File: config.mk
export PLATFORM = sky130hd
export DESIGN_NAME = ctrl_alu_stage
export DESIGN_NICKNAME = d
export VERILOG_FILES = /design/src/rtl/ctrl_alu_stage_pkg.sv /design/src/rtl/ctrl_alu_stage_alu_core.sv /design/src/rtl/ctrl_alu_stage.sv
export SDC_FILE = /design/constraint.sdc
export NUM_CORES = 1
export LEC_CHECK = 0
export ABC_AREA = 1
export BUFFER_PORTS_ARGS = -buffer_cell sky130_fd_sc_hd__buf_2
export CORE_UTILIZATION = 25
export DETAILED_ROUTE_END_ITERATION = 10
export SYNTH_ARGS = -nofsm -noshare
export SYNTH_HDL_FRONTEND = slang
export SYNTH_SLANG_ARGS = --single-unit
File: constraint.sdc
create_clock -name clk -period 3.7 [get_ports clk]
set_clock_uncertainty 0.15 [all_clocks]
set_input_delay 0.74 -clock clk [delete_from_list [all_inputs] [get_ports clk]]
set_output_delay 0.74 -clock clk [all_outputs]
set_load 0.1 [all_outputs]
File: src/rtl/ctrl_alu_stage_pkg.sv
// ctrl_alu_stage_pkg: opcode, funct, aluop and ALU control encodings shared by the decode/execute slice
package ctrl_alu_stage_pkg;
    localparam logic [5:0] OP_R    = 6'h00;
    localparam logic [5:0] OP_LW   = 6'h23;
    localparam logic [5:0] OP_SW   = 6'h2B;
    localparam logic [5:0] OP_BEQ  = 6'h04;
    localparam logic [5:0] OP_ADDI = 6'h08;
    localparam logic [5:0] OP_J    = 6'h02;
    localparam logic [5:0] FN_ADD  = 6'h20;
    localparam logic [5:0] FN_SUB  = 6'h22;
    localparam logic [5:0] FN_AND  = 6'h24;
    localparam logic [5:0] FN_OR   = 6'h25;
    localparam logic [5:0] FN_SLT  = 6'h2A;
    localparam logic [5:0] FN_NOR  = 6'h27;
    localparam logic [1:0] ALUOP_ADD   = 2'b00;
    localparam logic [1:0] ALUOP_SUB   = 2'b01;
    localparam logic [1:0] ALUOP_FUNCT = 2'b10;
    localparam logic [1:0] ALUOP_NONE  = 2'b11;
    localparam logic [3:0] ALUCTRL_AND  = 4'b0000;
    localparam logic [3:0] ALUCTRL_OR   = 4'b0001;
    localparam logic [3:0] ALUCTRL_ADD  = 4'b0010;
    localparam logic [3:0] ALUCTRL_SUB  = 4'b0110;
    localparam logic [3:0] ALUCTRL_SLT  = 4'b0111;
    localparam logic [3:0] ALUCTRL_NOR  = 4'b1100;
    localparam logic [3:0] ALUCTRL_NONE = 4'b1111;
    typedef struct packed {
        logic       jump;
        logic       regdst;
        logic       alusrc;
        logic       memtoreg;
        logic       regwrite;
        logic       memread;
        logic       memwrite;
        logic       branch;
        logic [1:0] aluop;
    } ctrl_t;
endpackage

File: src/rtl/ctrl_alu_stage_alu_core.sv
// alu_core: combinational W-bit ALU; undefined control codes yield zero
module alu_core
    import ctrl_alu_stage_pkg::*;
#(
    parameter int W = 32
) (
    input  logic [W-1:0] a,
    input  logic [W-1:0] b,
    input  logic [3:0]   aluctrl,
    output logic [W-1:0] result
);
    logic lt;
    assign lt = $signed(a) < $signed(b);
    always_comb begin
        result = '0;
        case (aluctrl)
            ALUCTRL_AND: result = a & b;
            ALUCTRL_OR:  result = a | b;
            ALUCTRL_ADD: result = a + b;
            ALUCTRL_SUB: result = a - b;
            ALUCTRL_SLT: result = {{(W-1){1'b0}}, lt};
            ALUCTRL_NOR: result = ~(a | b);
            default:     result = '0;
        endcase
    end
endmodule

File: src/rtl/ctrl_alu_stage.sv
// ctrl_alu_stage: registered main decode, ALU control and execute slice with one-cycle latency
module ctrl_alu_stage
    import ctrl_alu_stage_pkg::*;
#(
    parameter int W = 32
) (
    input  logic         clk,
    input  logic         rst_n,
    input  logic         in_valid,
    input  logic [5:0]   op,
    input  logic [5:0]   funct,
    input  logic [W-1:0] rs_data,
    input  logic [W-1:0] rt_data,
    input  logic [W-1:0] imm,
    output logic         out_valid,
    output logic [W-1:0] result,
    output logic         zero,
    output logic         jump,
    output logic         regdst,
    output logic         alusrc,
    output logic         memtoreg,
    output logic         regwrite,
    output logic         memread,
    output logic         memwrite,
    output logic         branch,
    output logic [1:0]   aluop,
    output logic [3:0]   aluctrl
);
    ctrl_t        c, c_q;
    logic [3:0]   fn_ctrl, ac;
    logic [W-1:0] y;
    always_comb begin
        c = '0;
        case (op)
            OP_R:    begin c.regdst = 1'b1; c.regwrite = 1'b1; c.aluop = ALUOP_FUNCT; end
            OP_LW:   begin c.alusrc = 1'b1; c.memtoreg = 1'b1; c.regwrite = 1'b1; c.memread = 1'b1; end
            OP_SW:   begin c.alusrc = 1'b1; c.memwrite = 1'b1; end
            OP_BEQ:  begin c.branch = 1'b1; c.aluop = ALUOP_SUB; end
            OP_ADDI: begin c.alusrc = 1'b1; c.regwrite = 1'b1; end
            OP_J:    c.jump = 1'b1;
            default: c = '0;
        endcase
    end
    always_comb begin
        fn_ctrl = ALUCTRL_NONE;
        case (funct)
            FN_ADD:  fn_ctrl = ALUCTRL_ADD;
            FN_SUB:  fn_ctrl = ALUCTRL_SUB;
            FN_AND:  fn_ctrl = ALUCTRL_AND;
            FN_OR:   fn_ctrl = ALUCTRL_OR;
            FN_SLT:  fn_ctrl = ALUCTRL_SLT;
            FN_NOR:  fn_ctrl = ALUCTRL_NOR;
            default: fn_ctrl = ALUCTRL_NONE;
        endcase
    end
    assign ac = c.aluop == ALUOP_ADD ? ALUCTRL_ADD :
                c.aluop == ALUOP_SUB ? ALUCTRL_SUB :
                c.aluop == ALUOP_FUNCT ? fn_ctrl : ALUCTRL_NONE;
    alu_core #(.W(W)) u_alu (
        .a       (rs_data),
        .b       (c.alusrc ? imm : rt_data),
        .aluctrl (ac),
        .result  (y)
    );
    // zero is registered so that reset forces it low even though result is 0
    always_ff @(posedge clk) begin
        if (!rst_n) begin
            out_valid <= 1'b0;
            c_q       <= '0;
            aluctrl   <= '0;
            result    <= '0;
            zero      <= 1'b0;
        end else begin
            out_valid <= in_valid;
            c_q       <= c;
            aluctrl   <= ac;
            result    <= y;
            zero      <= y == '0;
        end
    end
    assign {jump, regdst, alusrc, memtoreg, regwrite, memread, memwrite, branch, aluop} = c_q;
endmodule

## Yosys cells after proc, flatten, opt, wreduce, memory -nomap -nowiden

Index checks and enable logic that the tools add are counted.

| storage, ports and cells | value |
|---|---|
| bits in registers | 47 |
| bits in latches | 0 |
| RAM bits | 0 |
| ROM bits | 0 |
| input port bits | 111 |
| output and inout port bits | 48 |
| logic and storage cells | 56 |
| memories kept | 0 |

| operators by class | value |
|---|---|
| add/sub/neg operators | 2 |
| multipliers | 0 |
| divide/modulo/power cells | 0 |
| order comparisons | 1 |
| equality and inequality tests | 18 |
| shift operators | 0 |
| mux-type cells | 14 |
| bitwise logic cells | 3 |
| reductions and logical operators | 6 |

Operators by type and width:

| cell | count |
|---|---|
| 32-bit one-hot mux with 6 select lines | 1 |
| 6-bit == test, second input constant | 8 |
| 32-bit adder | 1 |
| 32-bit bitwise AND | 1 |
| 32-bit zero test | 1 |
| 32-bit < comparator | 1 |
| 32-bit 2-to-1 mux | 1 |
| 32-bit inverter | 1 |
| 32-bit bitwise OR | 1 |
| 32-bit subtractor | 1 |
| 4-bit one-hot mux with 6 select lines | 1 |
| 4-bit 2-to-1 mux | 3 |
| 4-bit by 3-bit == test with 1-bit output, second input constant | 2 |
| 1-bit 2-to-1 mux | 7 |
| 6-bit by 2-bit == test with 1-bit output, second input constant | 1 |
| 6-bit by 3-bit == test with 1-bit output, second input constant | 1 |
| 6-bit by 4-bit == test with 1-bit output, second input constant | 1 |
| 6-bit zero test | 1 |
| 3-bit OR reduction | 2 |
| 4-bit by 1-bit == test with 1-bit output, second input constant | 1 |
| 4-bit by 2-bit == test with 1-bit output, second input constant | 1 |
| 4-bit == test, second input constant | 1 |
| 4-bit zero test | 1 |
| 2-bit one-hot mux with 2 select lines | 1 |
| other kinds (3) | 3 |

## Longest topological paths before layout

| depth | value |
|---|---|
| word-level depth | 9 |
| mapped depth | 31 |
| depth with buffers taken out | 29 |

## Hierarchy

From an unflattened synthesis, not the netlist that was laid out.

| unflattened totals | value |
|---|---|
| cell total of the unflattened synthesis | 1,582 |
| area total of the unflattened synthesis | 8,466.9 um2 |

Modules (own cells, without submodules):

| module | times used | cells each | area an instance (um2) | seq. area each (um2) |
|---|---|---|---|---|
| alu_core | 1 | 1,282 | 6,452.4 | 0.0 |
| ctrl_alu_stage | 1 | 300 | 2,014.4 | 920.9 |

## Worst setup path after synthesis

No wires, ideal clock.

| path | value |
|---|---|
| path kind | input -> register |
| start point | input op[5] |
| end point | register zero |
| setup time | 64 ps |
| data arrival time | 3,540 ps |
| data required time | 3,486 ps |
| path slack | -54 ps |
| cell stages on the path | 26 |
| path buffers | 1 |
| cell sequence | nor2_2 -> nand4_1 -> nand2_1 -> clkbuf_1 -> nand2_1 -> o21ai_0 -> ha_1 -> inv_1 -> fa_1 -> inv_1 -> nand3_1 -> nand3_1 -> nand2_1 -> nand3_1 -> nand2_1 -> inv_1 -> nor2_1 -> nand2_1 -> nand2_1 -> nor2_1 -> nand2_1 -> nor2_1 -> nand2_1 -> nor2_1 -> nand3_1 -> nor2_1 |

| on the way | value |
|---|---|
| word-level cells in the longest chain between the ends | 9 |
| elaborated cells on any way between the ends | 29 |
| classes of those cells | 2 x add/sub; 1 x order compare; 11 x eq/ne; 7 x mux; 3 x bitwise; 5 x reduce/logical |

RTL lines:

| what | RTL line | source |
|---|---|---|
| start: declaration | ctrl_alu_stage.sv:10 | `input logic [5:0] op,` |
| branches (longest 7 deep; another with 32-bit subtractor) | - |  |
| 32-bit one-hot mux with 6 select lines (*) | ctrl_alu_stage_alu_core.sv:16 | `case (aluctrl)` |
| 32-bit zero test (*) | ctrl_alu_stage.sv:78 | `zero <= y == '0;` |
| end signal: assignment | ctrl_alu_stage.sv:72 | `zero <= 1'b0;` |
| end signal: assignment | ctrl_alu_stage.sv:78 |  |
| end: declaration | ctrl_alu_stage.sv:17 | `output logic zero,` |

Every way passes the cells marked *.
A chain may end at the register's enable or synchronous reset.

## Worst setup path in the final report

| path | value |
|---|---|
| start point | input op[0] |
| end point | register zero |

Same word-level chain as after synthesis.

==> results.toml <==
[cts]
cts-root-buf = "clkbuf_16"
holdBufCountCts = 0
clock_path_buffers = 2
cts_made_buffers = 5
cts_tree = "built"
path_clk_slew_ns = 0.09
cts.sinks = 46
htreeDepth = 2

[global_route]
grt_max_degree = 26
overflow = 0
grt_pass1_vias = 10713
grt_pass1_wl_mm = 60.4
grtUsageTotal_pct = 22.1
antenna_found_initial = 0

[pwr]
ir_drop_v = 0.000329
p_leak_nw = 7.67
powerDensity_nw_per_um2 = 263

[setup_path]
cp_num_cells = 25
cp.required_ns = 3.82
critical_path.endpoint = "zero$_SDFF_PN0_"
cp_num_buf_inv = 6
cp-end-kind = "flop"
startpoint_type = "input pin"
crit_family = "simple AND/OR/NAND/NOR gates"
path_max_fanout = 17
slowest_delay_ns = 0.33
slowest_stage = "ha_2"
cp.arrival_ns = 3.93
critical_path_class = "in -> reg"
startpoint = "op[0]"
critPathMostFrequentCell = "nand2_1"

[synth]
synth.distinct_cells = 40
synth-simple-area-share_pct = 44.1
synthCells = 1686
synth_seq_cells = 46
syn_nets = 1906
synthFlopType = "dfxtp_1"
syn_avg_cell_area_um2 = 5.21
async_flop_share_pct = 0
synth_top_family_by_area = "simple AND/OR/NAND/NOR gates"
netlist_area_um2 = 8780
synth_fa_ha_area_share_pct = 15.7
synth_edf_count = 0
ys_warn_count = 0
yosysSeqAreaShare_pct = 10.5
synthXorXnorAreaFrac_pct = 2.10
synth_compound_area_share_pct = 9.29
synthMuxAreaShare_pct = 0

[floorplan]
initial_core_util_pct = 25.4
coreArea_um2 = 34500
fp.dieH_um = 189
rows = 68
dieArea_um2 = 35900
io_pins = 159
die_x_um = 189

[cells_and_area]
syn2layout_area_growth_pct = 48.9
final_common_cell = "nand2_1"
n_fill_cell = 3891
nNetsFinal = 2329
mostFrequentLayoutCells = "nand2_1 (527), inv_1 (363), buf_4 (293)"
drive_gt1_share_pct = 29.8
final_util_pct = 37.8
seq_area_um2 = 921
antenna_cells = 0
multiInputGateArea_um2 = 6900

[sta]
hold-worst-slack_ns = 0.452
fin_ws_ns = -0.110
finalSetupViolations = 1
hold_viol = 0
fmax_ghz = 0.262
worst-slew-pin-transition_ns = 1.02
finalCritPeriodShare_pct = 103
rsz0062_at_grt = "yes"
fin_crit_ns = 3.81
drv_slew = 0
slew_headroom_pct = 31.7

[run_status]
outcome = "complete, but fails checks"
violations = "negative setup slack"

[placed_design]
gp_congestion = 1.01
port_buffers = 158
dpl.hpwl_mm = 33.8

[hold_path]
holdCritStartpoint = "in_valid"
hold_class = "in -> reg"

[drt]
routedWlPerCell_um = 15.6
drt_iter0_drc = 708
first_pass_iters = 8
ant_nets = 0
routed_wl_mm = 40.1
vias = 11534
drc = 0
vias_per_cell = 4.50

[run]
cap_violations = 0
how the worst min path moves through the flow:
stage | endpoint | slack (ns) | cells past startpoint
2_1_floorplan | jump$_SDFF_PN0_ | 0.67 | 1
3_3_place_gp | out_valid$_SDFF_PN0_ | 0.78 | 3
3_5_place_dp | out_valid$_SDFF_PN0_ | 0.78 | 3
4_1_cts | out_valid$_SDFF_PN0_ | 0.44 | 3
5_1_grt | out_valid$_SDFF_PN0_ | 0.46 | 3
6_report | out_valid$_SDFF_PN0_ | 0.45 | 3
cells in the mapped netlist (2+ instances only):
cell / number / area, um2
xnor2_1: 2 / 17.5
or2_2: 3 / 18.8
buf_2: 19 / 95.1
nor4_1: 3 / 18.8
o21bai_1: 9 / 67.6
dfxtp_1: 46 / 921
inv_2: 4 / 15.0
buf_4: 2 / 15.0
o21ai_1: 3 / 15.0
nor3_1: 17 / 85.1
ha_1: 107 / 1340
buf_6: 2 / 22.5
o211ai_1: 4 / 30.0
nand2_4: 4 / 45.0
nor2_4: 2 / 22.5
inv_1: 369 / 1390
nand2_2: 5 / 31.3
nand3_1: 124 / 621
nand2_1: 548 / 2060
a31oi_1: 4 / 25.0
a21oi_1: 53 / 265
nor2_1: 211 / 792
nand3b_1: 4 / 30.0
fa_1: 2 / 40.0
nand4_1: 15 / 93.8
o21ai_0: 70 / 350
clkbuf_1: 18 / 67.6
nor2_2: 6 / 37.5
xor2_1: 19 / 166
what timing repair did:
item	4_1_cts	5_1_grt
resized for setup	109	79
endpoints found under the setup margin	23	24
pin swaps	6	5
gates cloned	1	0
buffers inserted	4	2
worst min-delay path, delay by kind of cell:
family / cells / cell delay (ns)
buffers and inverters: 2 / 0.12
and+or+nand+nor: 1 / 0.04
logic make-up after synthesis:
group | after synthesis
AO/OA/AOI/OAI | 150
XOR/XNOR | 21
adder cells (fa/ha/maj) | 109
buffers and inverters | 416
flip-flops | 46
AND/OR/NAND/NOR | 944
through the flow:
step                std cells  cell area (um2)  worst slack, ns  power (mW)  TNS, ns
floorplan                1686             8780           0.0313        1.83        0
global placement         2550            12200           -0.915        2.76   -12.92
detailed placement       2550            12200           -0.857        2.77   -12.31
CTS                      2563            12800          -0.0639        3.37  -0.0639
global route             2565            13100           -0.403        3.68    -2.66
finish                   2565            13100           -0.110        3.44   -0.110
state kept, by name, summed over array words and instances, names as in the netlist:
name,flops
regwrite,1
memread,1
aluctrl,4
result,32
branch,1
zero,1
memwrite,1
alusrc,1
out_valid,1
regdst,1
aluop,1
jump,1
area by class of cell:
class,instances,share of cell area (%)
multi-input cells,1224,52.8
well taps,455,4.35
clock buffers,5,0.957
clock inverters,3,0.182
repair buffers,458,23.9
flip-flops and latches,46,7.04
inverters,374,10.7
layer usage:
layer,part of all wire [%],global-route usage [%],up-vias
met2,42,34.2,422
met3,8.2,2.93,33
met4,1.7,4.96,0
met1,48,32.2,5175
met5,0,0,-
li1,-,-,5904
report_power, final:
| part | internal, mW | switching, mW |
|---|---|---|
| clock | 0.254 | 0.242 |
| combinational | 0.880 | 1.51 |
| sequential | 0.547 | 0.0131 |
| total | 1.68 | 1.76 |
Power figures use the tool's default switching activity.
